[config.mk]
export PLATFORM = sky130hd
export DESIGN_NAME = firebird7_in_gate1_data_mux_ctrl
export DESIGN_NICKNAME = d
export VERILOG_FILES = /design/src/rtl/firebird7_in_gate1_data_mux_ctrl_pkg.sv /design/src/rtl/firebird7_in_gate1_data_mux_ctrl_tdr.sv /design/src/rtl/firebird7_in_gate1_data_mux_ctrl.sv
export SDC_FILE = /design/constraint.sdc
export NUM_CORES = 1
export LEC_CHECK = 0
export ABC_AREA = 1
export BUFFER_PORTS_ARGS = -buffer_cell sky130_fd_sc_hd__buf_2
export CELL_PAD_IN_SITES_DETAIL_PLACEMENT = 1
export CELL_PAD_IN_SITES_GLOBAL_PLACEMENT = 1
export CORE_ASPECT_RATIO = 1.4
export CORE_MARGIN = 2
export CORE_UTILIZATION = 35
export CTS_CLUSTER_SIZE = 14
export DETAILED_ROUTE_END_ITERATION = 8
export GPL_TIMING_DRIVEN = 0
export PLACE_DENSITY = 0.86
export SYNTH_ARGS = -nofsm -noshare
export SYNTH_HDL_FRONTEND = slang
export SYNTH_SLANG_ARGS = --single-unit
export TNS_END_PERCENT = 1
[constraint.sdc]
create_clock -name ijtag_tck -period 3.07 [get_ports ijtag_tck]
set_clock_uncertainty 0.2 [all_clocks]
set_input_delay 0.1535 -clock ijtag_tck [delete_from_list [all_inputs] [get_ports ijtag_tck]]
set_output_delay 0.1535 -clock ijtag_tck [all_outputs]
set_load 0.05 [all_outputs]
[src/rtl/firebird7_in_gate1_data_mux_ctrl_pkg.sv]
// Shared state encoding, TDR bit offsets and counter sizing for the gate1 data mux controller.
package firebird7_in_gate1_data_mux_ctrl_pkg;

  typedef logic [2:0] state_t;

  localparam state_t ST_IDLE    = 3'd0;
  localparam state_t ST_HOLD    = 3'd1;
  localparam state_t ST_SETTLE  = 3'd2;
  localparam state_t ST_ACTIVE  = 3'd3;
  localparam state_t ST_RELEASE = 3'd4;

  // TDR control bits sit above the W data bits: sr[W+REQ_BIT], sr[W+ACT_BIT]
  localparam int REQ_BIT = 1;
  localparam int ACT_BIT = 0;

  function automatic int cnt_width(input int settle_cyc, input int timeout_cyc);
    int max_cyc;
    max_cyc = (settle_cyc > timeout_cyc) ? settle_cyc : timeout_cyc;
    return $clog2(max_cyc + 1);
  endfunction

endpackage

[src/rtl/firebird7_in_gate1_data_mux_ctrl_tdr.sv]
// IJTAG TDR for the data mux controller: shift/capture/update of override data and select request.
module firebird7_in_gate1_data_mux_ctrl_tdr
  import firebird7_in_gate1_data_mux_ctrl_pkg::*;
#(
  parameter int W = 3
) (
  input  logic         ijtag_tck,
  input  logic         ijtag_reset,
  input  logic         ijtag_sel,
  input  logic         ijtag_ce,
  input  logic         ijtag_se,
  input  logic         ijtag_ue,
  input  logic         ijtag_si,
  input  logic         timeout_flag,
  input  logic         active,
  input  logic [W-1:0] functional_data_in,
  input  logic         req_clr,
  output logic         ijtag_so,
  output logic         req,
  output logic [W-1:0] data_reg,
  output logic         upd
);

  logic [W+1:0] sr;
  logic [W+1:0] cap_word;

  always_comb begin
    cap_word                = '0;
    cap_word[W-1:0]         = functional_data_in;
    cap_word[W + ACT_BIT]   = active;
    cap_word[W + REQ_BIT]   = timeout_flag;
  end

  assign upd      = ijtag_sel & ijtag_ue;
  assign ijtag_so = sr[0];

  always_ff @(posedge ijtag_tck) begin
    if (ijtag_reset) begin
      sr       <= '0;
      data_reg <= '0;
      req      <= 1'b0;
    end else begin
      if (ijtag_sel && ijtag_ce)
        sr <= cap_word;
      else if (ijtag_sel && ijtag_se)
        sr <= {ijtag_si, sr[W+1:1]};
      // a timed-out request is dropped so IDLE does not immediately retry
      if (upd) begin
        data_reg <= sr[W-1:0];
        req      <= sr[W + REQ_BIT];
      end else if (req_clr) begin
        req <= 1'b0;
      end
    end
  end

endmodule

[src/rtl/firebird7_in_gate1_data_mux_ctrl.sv]
// IJTAG-side controller for the gate1 functional/IJTAG data mux with a safe hand-over sequence.
// Optional HOLD timeout enabled by defining FIREBIRD7_DATA_MUX_CTRL_TIMEOUT_EN.
//   state   | meaning
//   IDLE    | functional logic owns the mux, no hold
//   HOLD    | hold requested, waiting for func_idle
//   SETTLE  | functional side idle, settling before select
//   ACTIVE  | IJTAG data drives the mux
//   RELEASE | select dropped, settling before hold drops
module firebird7_in_gate1_data_mux_ctrl
  import firebird7_in_gate1_data_mux_ctrl_pkg::*;
#(
  parameter int W           = 3,
  parameter int SETTLE_CYC  = 2,
  parameter int TIMEOUT_CYC = 8
) (
  input  logic         ijtag_tck,
  input  logic         ijtag_reset,
  input  logic         ijtag_sel,
  input  logic         ijtag_ce,
  input  logic         ijtag_se,
  input  logic         ijtag_ue,
  input  logic         ijtag_si,
  output logic         ijtag_so,
  input  logic [W-1:0] functional_data_in,
  input  logic         func_idle,
  output logic         func_hold_req,
  output logic         ijtag_select,
  output logic [W-1:0] ijtag_data_out
);

  localparam int CW = cnt_width(SETTLE_CYC, TIMEOUT_CYC);
  localparam logic [CW-1:0] SETTLE_LD  = CW'(SETTLE_CYC - 1);
  localparam logic [CW-1:0] TIMEOUT_LD = CW'(TIMEOUT_CYC - 1);

  state_t        state, state_n;
  logic [CW-1:0] cnt, cnt_n;
  logic          timeout_flag;
  logic          to_set;
  logic          req;
  logic          upd;

  firebird7_in_gate1_data_mux_ctrl_tdr #(.W(W)) u_tdr (
    .ijtag_tck          (ijtag_tck),
    .ijtag_reset        (ijtag_reset),
    .ijtag_sel          (ijtag_sel),
    .ijtag_ce           (ijtag_ce),
    .ijtag_se           (ijtag_se),
    .ijtag_ue           (ijtag_ue),
    .ijtag_si           (ijtag_si),
    .timeout_flag       (timeout_flag),
    .active             (state == ST_ACTIVE),
    .functional_data_in (functional_data_in),
    .req_clr            (to_set),
    .ijtag_so           (ijtag_so),
    .req                (req),
    .data_reg           (ijtag_data_out),
    .upd                (upd)
  );

  // cnt is a down-counter loaded on state entry; terminal count is zero
  always_comb begin
    state_n = state;
    cnt_n   = (cnt != '0) ? cnt - CW'(1) : cnt;
    to_set  = 1'b0;
    case (state)
      ST_IDLE: begin
        if (req) begin
          state_n = ST_HOLD;
          cnt_n   = TIMEOUT_LD;
        end
      end
      ST_HOLD: begin
        if (!req) begin
          state_n = ST_IDLE;
        end else if (func_idle) begin
          state_n = ST_SETTLE;
          cnt_n   = SETTLE_LD;
        end
`ifdef FIREBIRD7_DATA_MUX_CTRL_TIMEOUT_EN
        else if (cnt == '0) begin
          state_n = ST_IDLE;
          to_set  = 1'b1;
        end
`endif
      end
      ST_SETTLE: begin
        if (!req)
          state_n = ST_IDLE;
        else if (cnt == '0)
          state_n = ST_ACTIVE;
      end
      ST_ACTIVE: begin
        if (!req) begin
          state_n = ST_RELEASE;
          cnt_n   = SETTLE_LD;
        end
      end
      ST_RELEASE: begin
        if (cnt == '0)
          state_n = ST_IDLE;
      end
      default: state_n = ST_IDLE;
    endcase
  end

  // without the timeout build to_set is constant 0, so timeout_flag stays 0
  always_ff @(posedge ijtag_tck) begin
    if (ijtag_reset) begin
      state         <= ST_IDLE;
      cnt           <= '0;
      timeout_flag  <= 1'b0;
      func_hold_req <= 1'b0;
      ijtag_select  <= 1'b0;
    end else begin
      state         <= state_n;
      cnt           <= cnt_n;
      func_hold_req <= (state_n != ST_IDLE);
      ijtag_select  <= (state_n == ST_ACTIVE);
      if (to_set)
        timeout_flag <= 1'b1;
      else if (upd)
        timeout_flag <= 1'b0;
    end
  end

endmodule

After elaboration in Yosys (flattened, before gate mapping)
Cells that the tools add are included.

storage, ports and cells
  register bits after elaboration = 18
  bits in latches = 0
  RAM bits = 0
  ROM bits = 0
  bits of input ports = 11
  output and inout port bits = 6
  word-level logic and storage cells = 37
  memories = 0

operators by class
  add/sub/neg operators = 1
  multipliers = 0
  div/mod/pow operators = 0
  $lt $le $gt $ge = 0
  equality and inequality tests = 5
  shifts and indexed selects = 0
  muxes and demuxes = 16
  bitwise gates (word level) = 1
  reductions and logical operators = 7

operator list
  kind                                                                    number
  3-bit 2-to-1 mux                                                        7
  4-bit 2-to-1 mux                                                        5
  3-bit case mux with 5 select lines                                      1
  4-bit case mux with 3 select lines                                      1
  5-bit 2-to-1 mux                                                        2
  3-bit by 2-bit equality test with 1-bit output (second input constant)  3
  4-bit zero test                                                         1
  4-bit nonzero test                                                      1
  4-bit by 1-bit subtractor with 4-bit output (second input constant)     1
  3-bit by 1-bit equality test with 1-bit output (second input constant)  1
  3-bit equality test (second input constant)                             1
  3-bit zero test                                                         1
  3-bit nonzero test                                                      1
  1-bit logical AND                                                       2
  2-bit nonzero test                                                      1
  1-bit bitwise AND                                                       1

Depth between registers and ports, before layout
Gate-level depths: netlist (run 1).

  depth in word-level cells = 5
  mapped depth = 7
  mapped depth without buffers = 7

Modules after synthesis
Synthesis (run 1) repeated with hierarchy kept, for this count alone.

unflattened totals
  cells, all modules = 144
  area total of the unflattened synthesis = 923.4 um^2

modules (own cells, without submodules)
  module                                times used  cells an instance  area each (um^2)  sequential area each (um^2)
  firebird7_in_gate1_data_mux_ctrl      1           77                 498.0             180.2
  firebird7_in_gate1_data_mux_ctrl_tdr  1           67                 425.4             180.2

Worst setup path after synthesis (run 1)
Ideal clock, no wire load.

  path type = reg-to-reg
  from = register cnt[0]
  to = register func_hold_req
  setup time = 0.113 ns
  arrival = 0.987 ns
  required time = 2.757 ns
  setup slack = 1.770 ns
  cell stages (with the launch flop) = 8
  path buffers = 0
  period minus slack after synthesis = 1.300 ns
  path through = dfxtp_1 -> inv_1 -> ha_1 -> nand2_1 -> nand3_1 -> nand2_1 -> o21ai_1 -> inv_1

between the ends
  longest elaborated chain between the ends = 5
  elaborated cells on any way between the ends = 6
  those cells by class = 4 x mux; 2 x reduce/logical

RTL lines
  item                                    RTL line                                                                        source
  start: declaration                      firebird7_in_gate1_data_mux_ctrl.sv:36                                          logic [CW-1:0] cnt, cnt_n;
  start signal: assignment                firebird7_in_gate1_data_mux_ctrl.sv:116                                         cnt <= cnt_n;
  4-bit zero test (*)                     firebird7_in_gate1_data_mux_ctrl.sv:89, firebird7_in_gate1_data_mux_ctrl.sv:99
  3-bit 2-to-1 mux                        firebird7_in_gate1_data_mux_ctrl.sv:89                                          else if (cnt == '0)
  3-bit 2-to-1 mux                        firebird7_in_gate1_data_mux_ctrl.sv:87                                          if (!req)
  3-bit case mux with 5 select lines (*)  firebird7_in_gate1_data_mux_ctrl.sv:65                                          case (state)
  3-bit nonzero test (*)                  firebird7_in_gate1_data_mux_ctrl.sv:117                                         func_hold_req <= (state_n != ST_IDLE);
  end signal: assignment                  firebird7_in_gate1_data_mux_ctrl.sv:117
  end: declaration                        firebird7_in_gate1_data_mux_ctrl.sv:26                                          output logic func_hold_req,

Mark *: on every way between the ends. The rest lies on a longest branch, timed or not.
A chain may end at the register's enable or synchronous reset.

Worst setup path after layout (run 1)
Ends and elaborated chain as after synthesis.

==> results of run 1 <==
-- Yosys cell counts --
library cell,count,share of area
inv_2,2,0.0087
inv_1,21,0.092
nor2_1,13,0.057
ha_1,1,0.015
nand3_1,17,0.099
a21oi_1,10,0.058
dfxtp_1,18,0.42
nor2_2,2,0.015
nand2_1,32,0.14
o21ai_1,1,0.0058
o21ai_0,9,0.052
buf_2,1,0.0058
o211ai_1,3,0.026
nand3b_1,1,0.0087
-- area by class of cell --
class | instances | area [um2]
buffer | 1 | 5.00
clock buffer | 4 | 36.3
multi-input combinational | 89 | 409
tap | 23 | 28.8
fill | 324 | 1300
inverter | 23 | 86.3
timing repair buffer | 22 | 140
sequential | 18 | 360
-- per-layer routing --
layer  vias to the layer above  wire (um)
met1                       423        857
met5                         -          0
met4                         0         51
li1                        466          -
met2                        14       1210
met3                         6         53
-- how the worst max path moves through the flow --
| stage | from | end | slack [ps] | cells past startpoint |
|---|---|---|---|---|
| 4_1_cts | cnt[0] | func_hold_req | 1550 | 7 |
| 2_1_floorplan | cnt[0] | func_hold_req | 1770 | 7 |
| 3_3_place_gp | cnt[0] | func_hold_req | 1630 | 7 |
| 5_1_grt | cnt[0] | func_hold_req | 1450 | 7 |
| 3_5_place_dp | cnt[0] | func_hold_req | 1570 | 7 |
| 6_report | cnt[0] | func_hold_req | 1560 | 7 |
-- through the flow --
step | worst slack (ps) | hold slack (ps) | instances
after floorplan | 1770 | 22.6 | 131
after global placement | 1630 | 187 | 170
after detailed placement | 1570 | 190 | 170
after CTS | 1550 | 1.06 | 180
after global routing | 1450 | 15.8 | 180
final | 1560 | -2.58 | 180
-- timing repair --
action / CTS / global route
hold endpoints to repair: 9 / 0
hold buffers: 6 / 0
setup buffers: 0 / 0
-- kinds of logic after synthesis --
kind of cell,after synthesis,synth area share
flops,18,0.419
buf+inv,24,0.106
fa+ha+maj,1,0.0145
compound gates,23,0.142
simple gates,65,0.318
-- report_power, final --
| group | total [uW] | internal (uW) | switching (uW) |
|---|---|---|---|
| clock network | 147 | 72.3 | 74.8 |
| logic | 201 | 76.2 | 125 |
| registers | 284 | 262 | 21.6 |
| total | 632 | 411 | 221 |
-- worst min-delay path: stages --
cell and delay [ps]:
buf_2 110, nand2_1 100, a21oi_1 70
==> results.ini, run 1 <==
[power_and_ir_drop]
power_uw=632
peakVddDrop_mv=0.321
p_per_area_nw_per_um2=593
p_leak_uw=0.000566

[route]
drt-pass1-iter-count=3
remaining_drc_errors=0
wl_per_cell_um=12.1
dr_total_vias=909
wirelength_um=2180
vias_per_cell=5.05
antenna_left=0
drtIter0Drc=9

[clock_tree]
htreeDepth=1
clkLatencyLatePin_ps=300
cts_sinks=18
cts_root_buf=clkbuf_4
ctsLongestPathBuffers=2
postCtsResizedCells=0
clk_pin_slew_ps=110
cts_buffers=3
tritoncts=done

[run_status]
failed_checks=hold timing
status=finished with violations

[die]
ios=17
die_x_um=45.9
die-area_um2=2880
chipHeight_um=62.7
core_um2=2360
start_util=0.364
std_cell_rows=21

[setup_path]
r2r_setup_slack_ps=1560
end_kind=flip-flop
slowest_delay_ps=330
rr_endpoint=func_hold_req
critPathSlowestCell=dfxtp_1
cp_max_fo=6
arrival_ps=1520
start_kind=flip-flop
path_cells=inv_1 > ha_1 > nand2_1 > nand3_1 > nand2_1 > o21ai_1 > inv_1
worst_r2r_path_depth=7
path_class=flip-flop to flip-flop
crit_buf_inv=2
worstPathRequired_ps=3080
cpLargestDelayFamily=flip-flops
r2r-start=cnt[0]

[timing]
setup_viol=0
period_share=0.492
fin_crit_ps=1510
setup-tns-final_ps=0
max_freq_ghz=0.662
final_max_slew_viol_count=0
rsz0062_at_grt=false
hold_viol=1
tightest_slew_ps=258
timing.hold.ws_ps=-2.58
slew_headroom=0.828

[layout]
final_util=0.451
area_delta_synth_final_pct=23.8
design_area_um2=1070
final_common_cell=nand2_1
diodes=0
reg_top3=u_tdr.sr (5), cnt (4)
regMostFlops=u_tdr.sr
largest_reg_flops=5
layout-drive-gt1-share=0.159
final_nets=170
final_cell_mix=nand2_1, inv_1, dfxtp_1

[run]
max_cap_violations=0

[synthesis]
avgSynthCellArea_um2=6.57
yosys_warnings=0
ys_seq_area_frac=0.419
synthCells=131
ys_ff_latch=18
synth_cell_type_count=14
synth_fp_nets=143
mappedNetlistArea_um2=861

[placed_design]
dpl-instance-area_um2=970
port_buffers=16
dp_hpwl_um=1690
gp_congestion=0.810

[global_routing]
busiest_layer=met2
grt_antenna_before_repair=0
grt_usage=0.173
grt_max_degree=11
met2_usage=0.323
grtUsageMet1=0.176
met3_usage=0.0173
overflow=0
grt_pass1_vias=929
grt_pass1_wl_um=3780

[hold_path]
hold_depth=3
hp-start=ijtag_sel
worstHoldPathType=input pin to flip-flop
hold_end=u_tdr.req

No activity file was read; power rests on OpenSTA's default activity.
==> inputs of run 2 (changes only) <==
--- a/config.mk
+++ b/config.mk
@@ -11,11 +11,11 @@
 export CELL_PAD_IN_SITES_GLOBAL_PLACEMENT = 1
 export CORE_ASPECT_RATIO = 1.4
 export CORE_MARGIN = 2
-export CORE_UTILIZATION = 35
+export CORE_UTILIZATION = 33
 export CTS_CLUSTER_SIZE = 14
 export DETAILED_ROUTE_END_ITERATION = 8
 export GPL_TIMING_DRIVEN = 0
-export PLACE_DENSITY = 0.86
+export PLACE_DENSITY = 0.85
 export SYNTH_ARGS = -nofsm -noshare
 export SYNTH_HDL_FRONTEND = slang
 export SYNTH_SLANG_ARGS = --single-unit
==> constraint.sdc (replaced) <==
create_clock -name ijtag_tck -period 1.3 [get_ports ijtag_tck]
set_clock_uncertainty 0.2 [all_clocks]
set_input_delay 0.065 -clock ijtag_tck [delete_from_list [all_inputs] [get_ports ijtag_tck]]
set_output_delay 0.065 -clock ijtag_tck [all_outputs]
set_load 0.05 [all_outputs]
==> run 2 against run 1 <==
  * The flow now finishes without violations
  * Clock-buffer cell count is the same
  * Die area up 5.6%
  * Critical path depth decreased by 1
  * Non-clock buffer count is 7 higher
  * Routed wire length rose by 21%
  * Critical endpoint is now state[0]
==> results.ini, run 2 (synthesis results as in run 1) <==
[global_routing]
grt_pass1_vias=1045  ; +12%
grt_max_degree=11  ; unchanged
overflow=0  ; unchanged
grt_usage=0.209  ; +0.0357
grt_pass1_wl_um=4480  ; +18%
grt_antenna_before_repair=0  ; unchanged

[setup_path]
critPathSlowestCell=dfxtp_2
slowest_delay_ps=380  ; +50 ps
arrival_ps=1320  ; -200 ps
path_cells=inv_1 > nor2_2 > nand3_1 > nand2_1 > nand2_1 > a21oi_1
end_kind=flip-flop
worstPathRequired_ps=1330  ; -1750 ps
start_kind=flip-flop
path_class=flip-flop to flip-flop
r2r-start=state[1]
startpoint=state[1]
cp_common_cell=nand2_1
cpLargestDelayFamily=simple AND/OR/NAND/NOR gates
cp_max_fo=5  ; -1
crit_buf_inv=1  ; -1

[die]
core_um2=2440  ; +3.3%
start_util=0.352  ; -0.0117
std_cell_rows=21  ; unchanged
die-area_um2=3040  ; +5.6%
chipHeight_um=64.4  ; +2.8%
ios=17  ; unchanged
die_x_um=47.2  ; +2.7%

[clock_tree]
ctsLongestPathBuffers=2  ; unchanged
clkLatencyLatePin_ps=310  ; about the same
cts_sinks=18  ; unchanged
cts_buffers=3  ; unchanged
cts_root_buf=clkbuf_4
clk_pin_slew_ps=110  ; about the same
htreeDepth=1  ; unchanged
tritoncts=done

[layout]
final_nets=177  ; +4.1%
diodes=0  ; unchanged
area_delta_synth_final_pct=38.1
multiInputGateArea_um2=447  ; +9.2%
final_common_cell=nand2_1
regMostFlops=u_tdr.sr
largest_reg_flops=5  ; unchanged
design_area_um2=1190  ; +12%
final_cell_mix=nand2_1, inv_1, buf_2
fill_cells=343  ; +5.9%
layout-drive-gt1-share=0.244  ; +0.0847
seqCellArea_um2=367  ; +1.7%
reg_top3=u_tdr.sr (5), cnt (4)

[timing]
rsz0062_at_grt=true
setup_viol=0  ; unchanged
fin_crit_ps=1290  ; -219 ps
setup-tns-final_ps=0  ; unchanged
final_max_slew_viol_count=0  ; unchanged
slew_headroom=0.832  ; +0.00437
hold_viol=0  ; -1
tightest_slew_ps=253  ; -4.46 ps
period_share=0.993  ; +0.501
max_freq_ghz=0.774  ; +17%

[route]
dr_wl_met3_um=35  ; -34%
highest_layer=met4
wl_per_cell_um=13.3  ; +10%
vias_per_cell=4.75  ; -5.9%
dr_total_vias=941  ; +3.5%
wirelength_um=2640  ; +21%
drt-pass1-iter-count=2  ; -1
wl_met1_um=949  ; +11%
routed-wl-met2_um=1600  ; +32%
antenna_left=0  ; unchanged
remaining_drc_errors=0  ; unchanged
drtIter0Drc=6  ; -3

[hold_path]
hp-start=ijtag_reset
worstHoldPathType=input pin to flip-flop

[run]
max_cap_violations=0  ; unchanged

[power_and_ir_drop]
p_leak_uw=0.000603  ; +6.6%
power_uw=1700  ; +170%
p_per_area_nw_per_um2=1430  ; +140%
peakVddDrop_mv=0.685  ; +110%

[run_status]
status=complete, no violations

[placed_design]
dpl-instance-area_um2=986  ; +1.7%
dp_hpwl_um=1740  ; +2.6%
gp_congestion=0.831  ; +2.7%
port_buffers=16  ; unchanged

run 2: changes by cell type in the layout (fill, tap and decap cells not counted), moves of 2 or more:
cell | before | now
inv_2 | 2 | 4
inv_1 | 21 | 19
dlygate4sd3_1 | 6 | 11
dfxtp_2 | 0 | 5
nand2_1 | 32 | 29
buf_4 | 0 | 2
dfxtp_1 | 18 | 13
nand2_2 | 0 | 2
run 2: metal layers:
layer | track usage | up-vias
met3 | 0.0167 | 5
met2 | 0.392 | 16
li1 | - | 484
met4 | 0.118 | 0
met5 | 0 | -
met1 | 0.203 | 436
run 2: metrics by stage:
step,hold WS [ps],instances,utilization,setup WS (ps)
final,38.2,198,0.486,8.58
after global routing,58.6,198,0.486,-84.7
after floorplan,-65.9,131,-,21.7
after detailed placement,106,181,0.403,-145
after CTS,41.9,198,0.480,13.9
after global placement,95.0,181,0.403,-109
run 2: worst reg2reg max path, cell delays in order (launching register included):
cell	delay (ps)
dfxtp_2	380
inv_1	70
nor2_2	140
nand3_1	100
nand2_1	70
nand2_1	90
a21oi_1	170
run 2: where the power goes:
part           switching (uW)  internal [uW]
clock                     188            171
sequential               64.0            626
combinational             353            296
total                     605           1090
run 2: area by class of cell:
class	count	share of cell area
buffer	1	0.00421
clock buffer	4	0.0305
inverter	23	0.0726
multi-input combinational	89	0.376
sequential	18	0.308
tap	34	0.0358
timing repair buffer	29	0.173
run 2: worst paths after layout:
path | to | slack (ps) | cells after the start
setup / recovery | state[0] | 9 | 6
hold / removal | u_tdr.sr[0] | 40 | 5
setup reg to reg | state[0] | 9 | 6
hold reg to reg | u_tdr.data_reg[0] | 280 | 2
run 2: timing repair:
action | 4_1_cts | 5_1_grt
resized for setup | 8 | 8
hold buffers | 11 | 0
buffers inserted | 2 | 0
endpoints found under the hold margin | 13 | 0
pin swaps | 1 | 0
setup endpoints to repair | 7 | 11
